--- src/rtl/dmem_responder_pkg.sv ---
// Shared constants for the data-memory responder: funct3 load/store codes
// and the responder FSM state encoding.
package dmem_responder_pkg;

    // Load funct3 codes
    localparam logic [2:0] FNC_LB  = 3'b000;
    localparam logic [2:0] FNC_LH  = 3'b001;
    localparam logic [2:0] FNC_LW  = 3'b010;
    localparam logic [2:0] FNC_LBU = 3'b100;
    localparam logic [2:0] FNC_LHU = 3'b101;

    // Store funct3 codes
    localparam logic [2:0] FNC_SB  = 3'b000;
    localparam logic [2:0] FNC_SH  = 3'b001;
    localparam logic [2:0] FNC_SW  = 3'b010;

    // Responder FSM states, 2-bit encoding
    typedef enum logic [1:0] {
        ST_IDLE  = 2'd0,
        ST_ISSUE = 2'd1,
        ST_WAIT  = 2'd2,
        ST_DONE  = 2'd3
    } dmem_state_e;

endpackage

--- src/rtl/dmem_format.sv ---
// Combinational data formatting for the memory responder: store byte-lane
// replication and write mask, load lane extraction with sign/zero
// extension, and the misaligned / illegal-funct3 check.
module dmem_format
    import dmem_responder_pkg::*;
(
    input  logic        we_i,
    input  logic [2:0]  funct3_i,
    input  logic [1:0]  addr_lo_i,
    input  logic [31:0] wdata_i,
    input  logic [31:0] rdata_i,
    output logic [31:0] st_wdata_o,
    output logic [3:0]  st_wmask_o,
    output logic [31:0] ld_data_o,
    output logic        err_o
);

    logic [7:0]  ld_byte;
    logic [15:0] ld_half;

    assign ld_byte = rdata_i[{addr_lo_i, 3'b000} +: 8];
    assign ld_half = addr_lo_i[1] ? rdata_i[31:16] : rdata_i[15:0];

    // Decode funct3 per direction; unknown codes and misaligned sizes flag an error
    always_comb begin
        st_wdata_o = '0;
        st_wmask_o = '0;
        ld_data_o  = '0;
        err_o      = 1'b0;
        if (we_i) begin
            case (funct3_i)
                FNC_SB: begin
                    st_wdata_o = {4{wdata_i[7:0]}};
                    st_wmask_o = 4'b0001 << addr_lo_i;
                end
                FNC_SH: begin
                    st_wdata_o = {2{wdata_i[15:0]}};
                    st_wmask_o = addr_lo_i[1] ? 4'b1100 : 4'b0011;
                    err_o      = addr_lo_i[0];
                end
                FNC_SW: begin
                    st_wdata_o = wdata_i;
                    st_wmask_o = 4'b1111;
                    err_o      = (addr_lo_i != 2'b00);
                end
                default: err_o = 1'b1;
            endcase
        end else begin
            case (funct3_i)
                FNC_LB:  ld_data_o = {{24{ld_byte[7]}}, ld_byte};
                FNC_LBU: ld_data_o = {24'b0, ld_byte};
                FNC_LH: begin
                    ld_data_o = {{16{ld_half[15]}}, ld_half};
                    err_o     = addr_lo_i[0];
                end
                FNC_LHU: begin
                    ld_data_o = {16'b0, ld_half};
                    err_o     = addr_lo_i[0];
                end
                FNC_LW: begin
                    ld_data_o = rdata_i;
                    err_o     = (addr_lo_i != 2'b00);
                end
                default: err_o = 1'b1;
            endcase
        end
    end

endmodule

--- src/rtl/dmem_responder.sv ---
// Data-memory responder: accepts one X-stage load/store at a time, issues a
// single word-addressed memory transaction, waits (with timeout) for load
// data, and returns a one-cycle formatted response while stalling the pipe.
module dmem_responder
    import dmem_responder_pkg::*;
#(
    parameter int MEM_LAT_MAX = 16
) (
    input  logic        clk,
    input  logic        reset_n,
    input  logic        req_valid,
    input  logic        req_we,
    input  logic [2:0]  req_funct3,
    input  logic [31:0] req_addr,
    input  logic [31:0] req_wdata,
    input  logic        flush,
    output logic        stall,
    output logic        resp_valid,
    output logic [31:0] resp_rdata,
    output logic        resp_err,
    output logic        mem_req_valid,
    input  logic        mem_req_ready,
    output logic        mem_we,
    output logic [29:0] mem_addr,
    output logic [31:0] mem_wdata,
    output logic [3:0]  mem_wmask,
    input  logic        mem_resp_valid,
    input  logic [31:0] mem_resp_data
);

    localparam int               CNT_W    = $clog2(MEM_LAT_MAX + 1);
    localparam logic [CNT_W-1:0] CNT_LAST = CNT_W'(MEM_LAT_MAX - 1);

    dmem_state_e      state_q;
    logic [CNT_W-1:0] wait_cnt_q;
    logic             we_q;
    logic [2:0]       funct3_q;
    logic [1:0]       addr_lo_q;

    logic             resp_valid_q;
    logic             resp_err_q;
    logic [31:0]      resp_rdata_q;
    logic             mem_req_valid_q;
    logic             mem_we_q;
    logic [29:0]      mem_addr_q;
    logic [31:0]      mem_wdata_q;
    logic [3:0]       mem_wmask_q;

    logic             in_idle;
    logic             busy;
    logic             accept;

    logic             fmt_we;
    logic [2:0]       fmt_funct3;
    logic [1:0]       fmt_addr_lo;
    logic [31:0]      fmt_st_wdata;
    logic [3:0]       fmt_st_wmask;
    logic [31:0]      fmt_ld_data;
    logic             fmt_err;

    assign in_idle = (state_q == ST_IDLE);
    assign busy    = (state_q == ST_ISSUE) || (state_q == ST_WAIT);
    assign accept  = in_idle && req_valid && !flush;

    // The formatter sees the live request while idle (error check, store
    // alignment) and the latched request afterwards (load extraction).
    assign fmt_we      = in_idle ? req_we          : we_q;
    assign fmt_funct3  = in_idle ? req_funct3      : funct3_q;
    assign fmt_addr_lo = in_idle ? req_addr[1:0]   : addr_lo_q;

    dmem_format u_format (
        .we_i       (fmt_we),
        .funct3_i   (fmt_funct3),
        .addr_lo_i  (fmt_addr_lo),
        .wdata_i    (req_wdata),
        .rdata_i    (mem_resp_data),
        .st_wdata_o (fmt_st_wdata),
        .st_wmask_o (fmt_st_wmask),
        .ld_data_o  (fmt_ld_data),
        .err_o      (fmt_err)
    );

    // Stall must rise in the accept cycle itself, so it is the only
    // combinational output; it is forced low while reset is held.
    assign stall         = reset_n && (busy || accept);
    assign resp_valid    = resp_valid_q;
    assign resp_err      = resp_err_q;
    assign resp_rdata    = resp_rdata_q;
    assign mem_req_valid = mem_req_valid_q;
    assign mem_we        = mem_we_q;
    assign mem_addr      = mem_addr_q;
    assign mem_wdata     = mem_wdata_q;
    assign mem_wmask     = mem_wmask_q;

    // Responder FSM with latency counter and registered outputs
    always_ff @(posedge clk or negedge reset_n) begin
        if (!reset_n) begin
            state_q         <= ST_IDLE;
            wait_cnt_q      <= '0;
            we_q            <= 1'b0;
            funct3_q        <= 3'b000;
            addr_lo_q       <= 2'b00;
            resp_valid_q    <= 1'b0;
            resp_err_q      <= 1'b0;
            resp_rdata_q    <= '0;
            mem_req_valid_q <= 1'b0;
            mem_we_q        <= 1'b0;
            mem_addr_q      <= '0;
            mem_wdata_q     <= '0;
            mem_wmask_q     <= '0;
        end else begin
            resp_valid_q <= 1'b0;
            case (state_q)
                ST_IDLE: begin
                    if (accept) begin
                        we_q       <= req_we;
                        funct3_q   <= req_funct3;
                        addr_lo_q  <= req_addr[1:0];
                        wait_cnt_q <= '0;
                        if (fmt_err) begin
                            // Rejected ops never touch memory
                            state_q      <= ST_DONE;
                            resp_valid_q <= 1'b1;
                            resp_err_q   <= 1'b1;
                            resp_rdata_q <= '0;
                        end else begin
                            state_q         <= ST_ISSUE;
                            mem_req_valid_q <= 1'b1;
                            mem_we_q        <= req_we;
                            mem_addr_q      <= req_addr[31:2];
                            mem_wdata_q     <= req_we ? fmt_st_wdata : 32'h0;
                            mem_wmask_q     <= req_we ? fmt_st_wmask : 4'h0;
                        end
                    end
                end
                ST_ISSUE: begin
                    if (mem_req_ready) begin
                        mem_req_valid_q <= 1'b0;
                        mem_we_q        <= 1'b0;
                        mem_addr_q      <= '0;
                        mem_wdata_q     <= '0;
                        mem_wmask_q     <= '0;
                        if (we_q) begin
                            state_q      <= ST_DONE;
                            resp_valid_q <= 1'b1;
                            resp_err_q   <= 1'b0;
                            resp_rdata_q <= '0;
                        end else begin
                            state_q <= ST_WAIT;
                        end
                    end
                end
                ST_WAIT: begin
                    if (mem_resp_valid) begin
                        state_q      <= ST_DONE;
                        resp_valid_q <= 1'b1;
                        resp_err_q   <= 1'b0;
                        resp_rdata_q <= fmt_ld_data;
                    end else if (wait_cnt_q == CNT_LAST) begin
                        state_q      <= ST_DONE;
                        resp_valid_q <= 1'b1;
                        resp_err_q   <= 1'b1;
                        resp_rdata_q <= '0;
                    end else begin
                        wait_cnt_q <= wait_cnt_q + 1'b1;
                    end
                end
                ST_DONE: begin
                    // Response lasts one cycle; a request seen now waits for IDLE
                    state_q      <= ST_IDLE;
                    resp_err_q   <= 1'b0;
                    resp_rdata_q <= '0;
                    wait_cnt_q   <= '0;
                end
                default: state_q <= ST_IDLE;
            endcase
        end
    end

endmodule

--- config.mk ---
export PLATFORM = sky130hd
export DESIGN_NAME = dmem_responder
export DESIGN_NICKNAME = d
export VERILOG_FILES = /design/src/rtl/dmem_responder_pkg.sv /design/src/rtl/dmem_format.sv /design/src/rtl/dmem_responder.sv
export SDC_FILE = /design/constraint.sdc
export NUM_CORES = 1
export LEC_CHECK = 0
export CORE_UTILIZATION = 45
export DETAILED_ROUTE_END_ITERATION = 16
export HOLD_SLACK_MARGIN = 0.05
export PLACE_DENSITY_LB_ADDON = 0.3
export SLEW_MARGIN = 10
export SYNTH_ARGS = -nofsm -noshare
export SYNTH_HDL_FRONTEND = slang
export SYNTH_HIERARCHICAL = 1
export SYNTH_SLANG_ARGS = --single-unit
export TNS_END_PERCENT = 10
--- constraint.sdc ---
create_clock -name clk -period 4.14 [get_ports clk]
set_clock_uncertainty 0.05 [all_clocks]
set_input_delay 0.621 -clock clk [delete_from_list [all_inputs] [get_ports clk]]
set_output_delay 0.621 -clock clk [all_outputs]
set_load 0.02 [all_outputs]
==> results of run 1 <==
## cell families after synthesis
family,synth area share
buf+inv,0.05931
compound gates,0.1650
mux,0.07042
fa+ha+maj,0.01389
simple gates,0.2351
flops,0.4563
## cell usage after synthesis (14+ instances only)
library cell and n:
nand2_1 245, dfrtp_1 115, o21ai_0 40, a21oi_1 37
nand3_1 35, o21ai_1 34, mux2_2 31, clkbuf_1 21
a22oi_1 19, a31oi_1 19, buf_2 19, nor2b_1 14
## layout make-up
cell class                 count  area, µm²
fill                        1140       4471
timing repair buffer         223       2217
inverter                       9      33.78
clock buffer                  17      425.4
sequential                   115       2878
multi-input combinational    558       3075
clock inverter                15      132.6
tap                          176      220.2
## worst paths after layout
| kind | endpoint | slack (ns) | cells past startpoint |
|---|---|---|---|
| hold reg to reg | mem_addr[10] | 0.41 | 2 |
| min in group clk | mem_addr[10] | 0.41 | 2 |
| hold / removal | mem_addr[4] | 0.12 | 1 |
| max in group asynchronous | mem_wdata[30] | 2.91 | 2 |
| setup / recovery | resp_rdata[6] | 0.77 | 9 |
| setup reg to reg | resp_rdata[6] | 0.77 | 9 |
## power by group
| part | internal (mW) | switching (mW) |
|---|---|---|
| registers | 1.50 | 0.215 |
| logic | 1.50 | 2.25 |
| clock network | 0.826 | 0.548 |
| total | 3.82 | 3.02 |
## layer usage
metal	vias to the layer above	GRT usage	part of all wire
li1	2896	-	-
met5	-	0	0
met1	2776	0.3486	0.45
met4	0	0.1103	0.020
met3	27	0.05991	0.065
met2	208	0.3994	0.47
## flip-flops by register name, summed over array words and instances (netlist names), 2 cells and up
register / flops
mem_wmask: 4
resp_rdata: 32
wait_cnt_q: 5
addr_lo_q: 2
state_q: 2
mem_addr: 30
funct3_q: 3
mem_wdata: 32
## cell usage in the layout, fill, tap and decap left out, types with 3 or more instances in the layout
| cell type | n |
|---|---|
| a21boi_0 | 3 |
| nand3_1 | 35 |
| inv_6 | 3 |
| nor2b_1 | 13 |
| a31oi_1 | 19 |
| a22oi_1 | 19 |
| ha_1 | 7 |
| a32oi_1 | 6 |
| o21ai_0 | 40 |
| clkinv_4 | 3 |
| clkdlybuf4s50_1 | 207 |
| nand2b_1 | 4 |
| inv_1 | 8 |
| o21ai_1 | 34 |
| mux2_2 | 31 |
| or3_1 | 7 |
| nand2_1 | 245 |
| clkbuf_16 | 17 |
| nor2_1 | 8 |
| buf_4 | 14 |
| dfrtp_1 | 115 |
| a21oi_1 | 37 |
| and2_1 | 10 |
| clkinv_2 | 4 |
| mux2i_1 | 8 |
| clkinvlp_4 | 4 |
## through the flow
| step | setup slack (ns) | total power [mW] | hold slack [ns] | util |
|---|---|---|---|---|
| floorplan | 0.9555 | 4.288 | 0.2754 | - |
| global placement | 0.7613 | 5.412 | 0.3982 | 0.6262 |
| detailed placement | 0.6184 | 5.463 | 0.4046 | 0.6262 |
| CTS | 0.7835 | 6.869 | 0.1175 | 0.6677 |
| global route | 0.4439 | 7.306 | 0.1421 | 0.6677 |
| finish | 0.7725 | 6.839 | 0.1190 | 0.6677 |
==> impl_metrics.ini, run 1 <==
[critical_path]
worst-path-max-fanout = 66
timing.critical_path.slowest_stage_cell = a2111o_2
worstPathCellList = inv_1 -> ha_1 -> mux2_2 -> nor2_1 -> a21oi_1 -> nor2b_1 -> a2111o_2 -> nand2_1 -> o21ai_1
category_of_cells_accounting_for_the_largest_share_of_critical_path_delay = compound AO/OA/AOI/OAI gates
critical_path.startpoint_type = flop
crit_path_end_kind = flop
timing.rr.start = state_q[0]
critPathRequiredTime_ns = 4.35
path_buf_inv = 1
slowest_delay_ns = 0.85
setup.worst_path.start = state_q[0]
crit_arrival_ns = 3.58
timing.setup.critical_path_class = flop to flop

[finish]
share_of_post_route_cells_with_drive_strength_above_1 = 0.1003
final_cell_count_no_fill = 1113
area_delta_synth_final_pct = 42.41
insertedDiodeCount = 0
final_nets = 1037
design_area_um2 = 8982

[floorplanning]
area_of_the_die_um2 = 14490
die_width_um = 120.4
rows = 42
ioPinCount = 209
die_height_um = 120.4
core_region_area_um2 = 13450
floorplan.initialDensity = 0.4688

[clocking]
cts_resized = 0
tritoncts = done
clock_insertion_delay_worst_skew_ns = 0.41
root_buffer = clkbuf_16
clkSlewWorstSetupHoldPaths_ns = 0.06
post_cts_hold_buffer_count = 0
cts_inserted_buffers = 17
clockBufferDepth = 2
h_tree_level_count = 4
cts_setup_buffers = 0
cts.sink_count = 115

[logic_synthesis]
synth.lib_cells_used.distinct = 51
avgSynthCellArea_um2 = 8.500
synthesis.nets = 855
share_of_the_yosys_chip_area_belonging_to_registers = 0.4563
synthArstFlopShare = 1.000
postSynthCellCount = 742
yosysTopAreaCell = dfrtp_1
syn-cell-area_um2 = 6307
postSynthRegisterBits = 115
yosysTopAreaCellShare = 0.4563
ys_top_cells_by_area = dfrtp_1 (46%), nand2_1 (15%), mux2_2 (5.5%)
synth-warning-count = 6
number_of_flops_mapped_to_enable_cells_by_yosys = 0
postSynth.topFlopCell = dfrtp_1

[timing]
period_minus_slack_ns = 3.367
unrepaired_setup_endpoints_after_global_routing = false
finalHoldViolCount = 0
timing.slew.headroom = 0.3317
slew_viol_final = 0
worst_pin_slew_ns = 1.002
final_min_period_over_clock_period = 0.8134
clock.fmax_mhz = 297.0
final_layout_setup_total_negative_slack_ns = 0
setup-violations-final = 0

[global_route]
number_of_antenna_violations_at_the_first_check_in_global_routing = 0
grt_pass1_vias = 5642
global_route_wire_length_before_repair_mm = 29.30
maximum_number_of_pins_on_one_net_before_global_route_repair = 67
track_usage = 0.2587
globalRoute.totalOverflow = 0

[placed_design]
gp_congestion = 0.8863
place.port_buffers = 208
place_inst = 1081
detailed_place.area_um2 = 8424
post-dp-hpwl_mm = 12.74

[status]
outcome = complete, no violations

[power_and_ir_drop]
max_vdd_drop_v = 0.0003533
power.density_nw_per_um2 = 761.4
p_leak_nw = 3.744

[routing]
drt_iter0_drc = 522
route.detailed.wl_per_inst_um = 16.29
drc = 0
vias = 5907
total_routed_length_mm = 18.13
postRouteAntennaNets = 0
vias_per_cell = 5.307
first_pass_iters = 5

[flow_run]
cap_violations = 0

[hold_path]
worstHoldPathType = input pin to asynchronous set/reset pin
(Power assumes the default switching activity.)
==> run 2, diff against run 1 <==
- clock period: 4.14 -> 3.1 ns (I/O delays scaled with it)
==> impl_metrics.ini, run 2 (same netlist as run 1, synthesis figures left out) <==
[critical_path]
worst-path-max-fanout = 30
timing.setup.critical_path_class = flop to flop
critPathRequiredTime_ns = 3.36
setup.worst_path.start = state_q[1]
timing.rr.start = state_q[1]
crit_path_end_kind = flop
critical_path.startpoint_type = flop
crit_arrival_ns = 3.21

[clocking]
h_tree_level_count = 4
cts_inserted_buffers = 17
clock_insertion_delay_worst_skew_ns = 0.41
cts.sink_count = 115
clockBufferDepth = 2
root_buffer = clkbuf_16
clkSlewWorstSetupHoldPaths_ns = 0.05
tritoncts = done

[timing]
final_min_period_over_clock_period = 0.9509
final_layout_setup_total_negative_slack_ns = 0
setup-violations-final = 0
finalHoldViolCount = 0
worst_pin_slew_ns = 0.6781
period_minus_slack_ns = 2.948
clock.fmax_mhz = 339.2
unrepaired_setup_endpoints_after_global_routing = false
timing.slew.headroom = 0.5479
slew_viol_final = 0

[hold_path]
worst_hold_startpoint = mem_addr[9]
worstHoldPathType = flop to flop

[floorplanning]
rows = 42
floorplan.initialDensity = 0.4688
die_width_um = 120.4
die_height_um = 120.4
ioPinCount = 209
core_region_area_um2 = 13450
area_of_the_die_um2 = 14490

[routing]
total_routed_length_mm = 18.74
drc = 0
drt_iter0_drc = 465
postRouteAntennaNets = 0
first_pass_iters = 5
vias_per_cell = 5.378
route.detailed.wl_per_inst_um = 16.67
vias = 6045

[finish]
multi_input_area_um2 = 3090
final_nets = 1050
layout.cells.most_common = nand2_1
insertedDiodeCount = 0
final.fill_count = 1125
layout.cells.most_common_list = nand2_1 (245), clkdlybuf4s50_1 (207), dfrtp_1 (115)
layout.area.seq_um2 = 2878
final_cell_count_no_fill = 1124
share_of_post_route_cells_with_drive_strength_above_1 = 0.1108
area_delta_synth_final_pct = 44.55

[global_route]
number_of_antenna_violations_at_the_first_check_in_global_routing = 0
maximum_number_of_pins_on_one_net_before_global_route_repair = 67
track_usage = 0.2605
global_route_wire_length_before_repair_mm = 29.44
globalRoute.totalOverflow = 0
grt_pass1_vias = 5783

[placed_design]
post-dp-hpwl_mm = 13.01
place_inst = 1092
place.port_buffers = 208
gp_congestion = 0.8977

[power_and_ir_drop]
power.density_nw_per_um2 = 1035
max_vdd_drop_v = 0.0005097
p_leak_nw = 3.825

[flow_run]
cap_violations = 0

[status]
outcome = complete, no violations
==> run 2: cell count changes in the layout (fill, tap and decap cells not counted), sizes merged <==
| cell | previous run | this run |
|---|---|---|
| buf | 16 | 27 |
| bufinv | 1 | 2 |
| clkbuf | 17 | 21 |
| clkinv | 8 | 7 |
| clkinvlp | 4 | 1 |
| dlygate4sd3 | 0 | 1 |
| inv | 11 | 8 |
| o22ai | 2 | 3 |
==> run 2: per-layer routing <==
metal / share of wire / global-route usage
met5: 0 / 0
met4: 0.029 / 0.1165
met3: 0.061 / 0.05519
met2: 0.47 / 0.4156
met1: 0.44 / 0.3405
==> run 2: worst max-delay path, cell delays in order (launching register included) <==
cell and delay [ns]:
dfrtp_1 0.42, inv_1 0.12, ha_2 0.30, mux2_2 0.39, a221oi_1 0.32, a21oi_1 0.14
and4bb_1 0.44, o22ai_4 0.22, buf_12 0.23, o21ai_0 0.21
==> run 2: area by class of cell <==
| cell class | count | share of cell area |
|---|---|---|
| Inverter | 9 | 0.003705 |
| Timing Repair Buffer | 235 | 0.2533 |
| Sequential cell | 115 | 0.3156 |
| Multi-Input combinational cell | 559 | 0.3390 |
| Clock buffer | 21 | 0.05270 |
| Clock inverter | 9 | 0.01153 |
| Tap cell | 176 | 0.02415 |
==> run 2: stage by stage <==
stage,power (mW),utilization,instance area [µm²],worst slack (ns),hold WS (ns)
after global placement,7.380,0.6323,8507,0.1789,0.3648
after floorplan,5.729,-,6309,0.05154,0.1194
after global routing,10.04,0.6777,9117,0.03140,0.4503
final,9.438,0.6777,9117,0.1522,0.4104
after detailed placement,7.437,0.6323,8507,0.09683,0.3675
after CTS,9.431,0.6766,9102,0.02800,0.4169
==> run 2: path summary, 6_finish.rpt <==
check | end | slack [ns] | cells past startpoint
max in group asynchronous | mem_wdata[0] | 0.99 | 4
worst min register to register | mem_addr[9] | 0.41 | 2
min in group asynchronous | resp_err | 0.47 | 2
worst min-delay path | mem_addr[9] | 0.41 | 2
worst max register to register | mem_wdata[20] | 0.15 | 9
worst max-delay path | mem_wdata[20] | 0.15 | 9
==> run 2: where the power goes <==
part	switching, mW	total [mW]	internal, mW
combinational	3.09	5.21	2.12
sequential	0.286	2.29	2.00
clock	0.685	1.94	1.25
total	4.06	9.44	5.38
==> run 2: repair_timing <==
action | 4_1_cts | 5_1_grt
setup buffers | 0 | 0
endpoints found under the hold margin | 27 | 0
hold buffers | 1 | 0
setup endpoints to repair | 0 | 88
resized for setup | 0 | 1
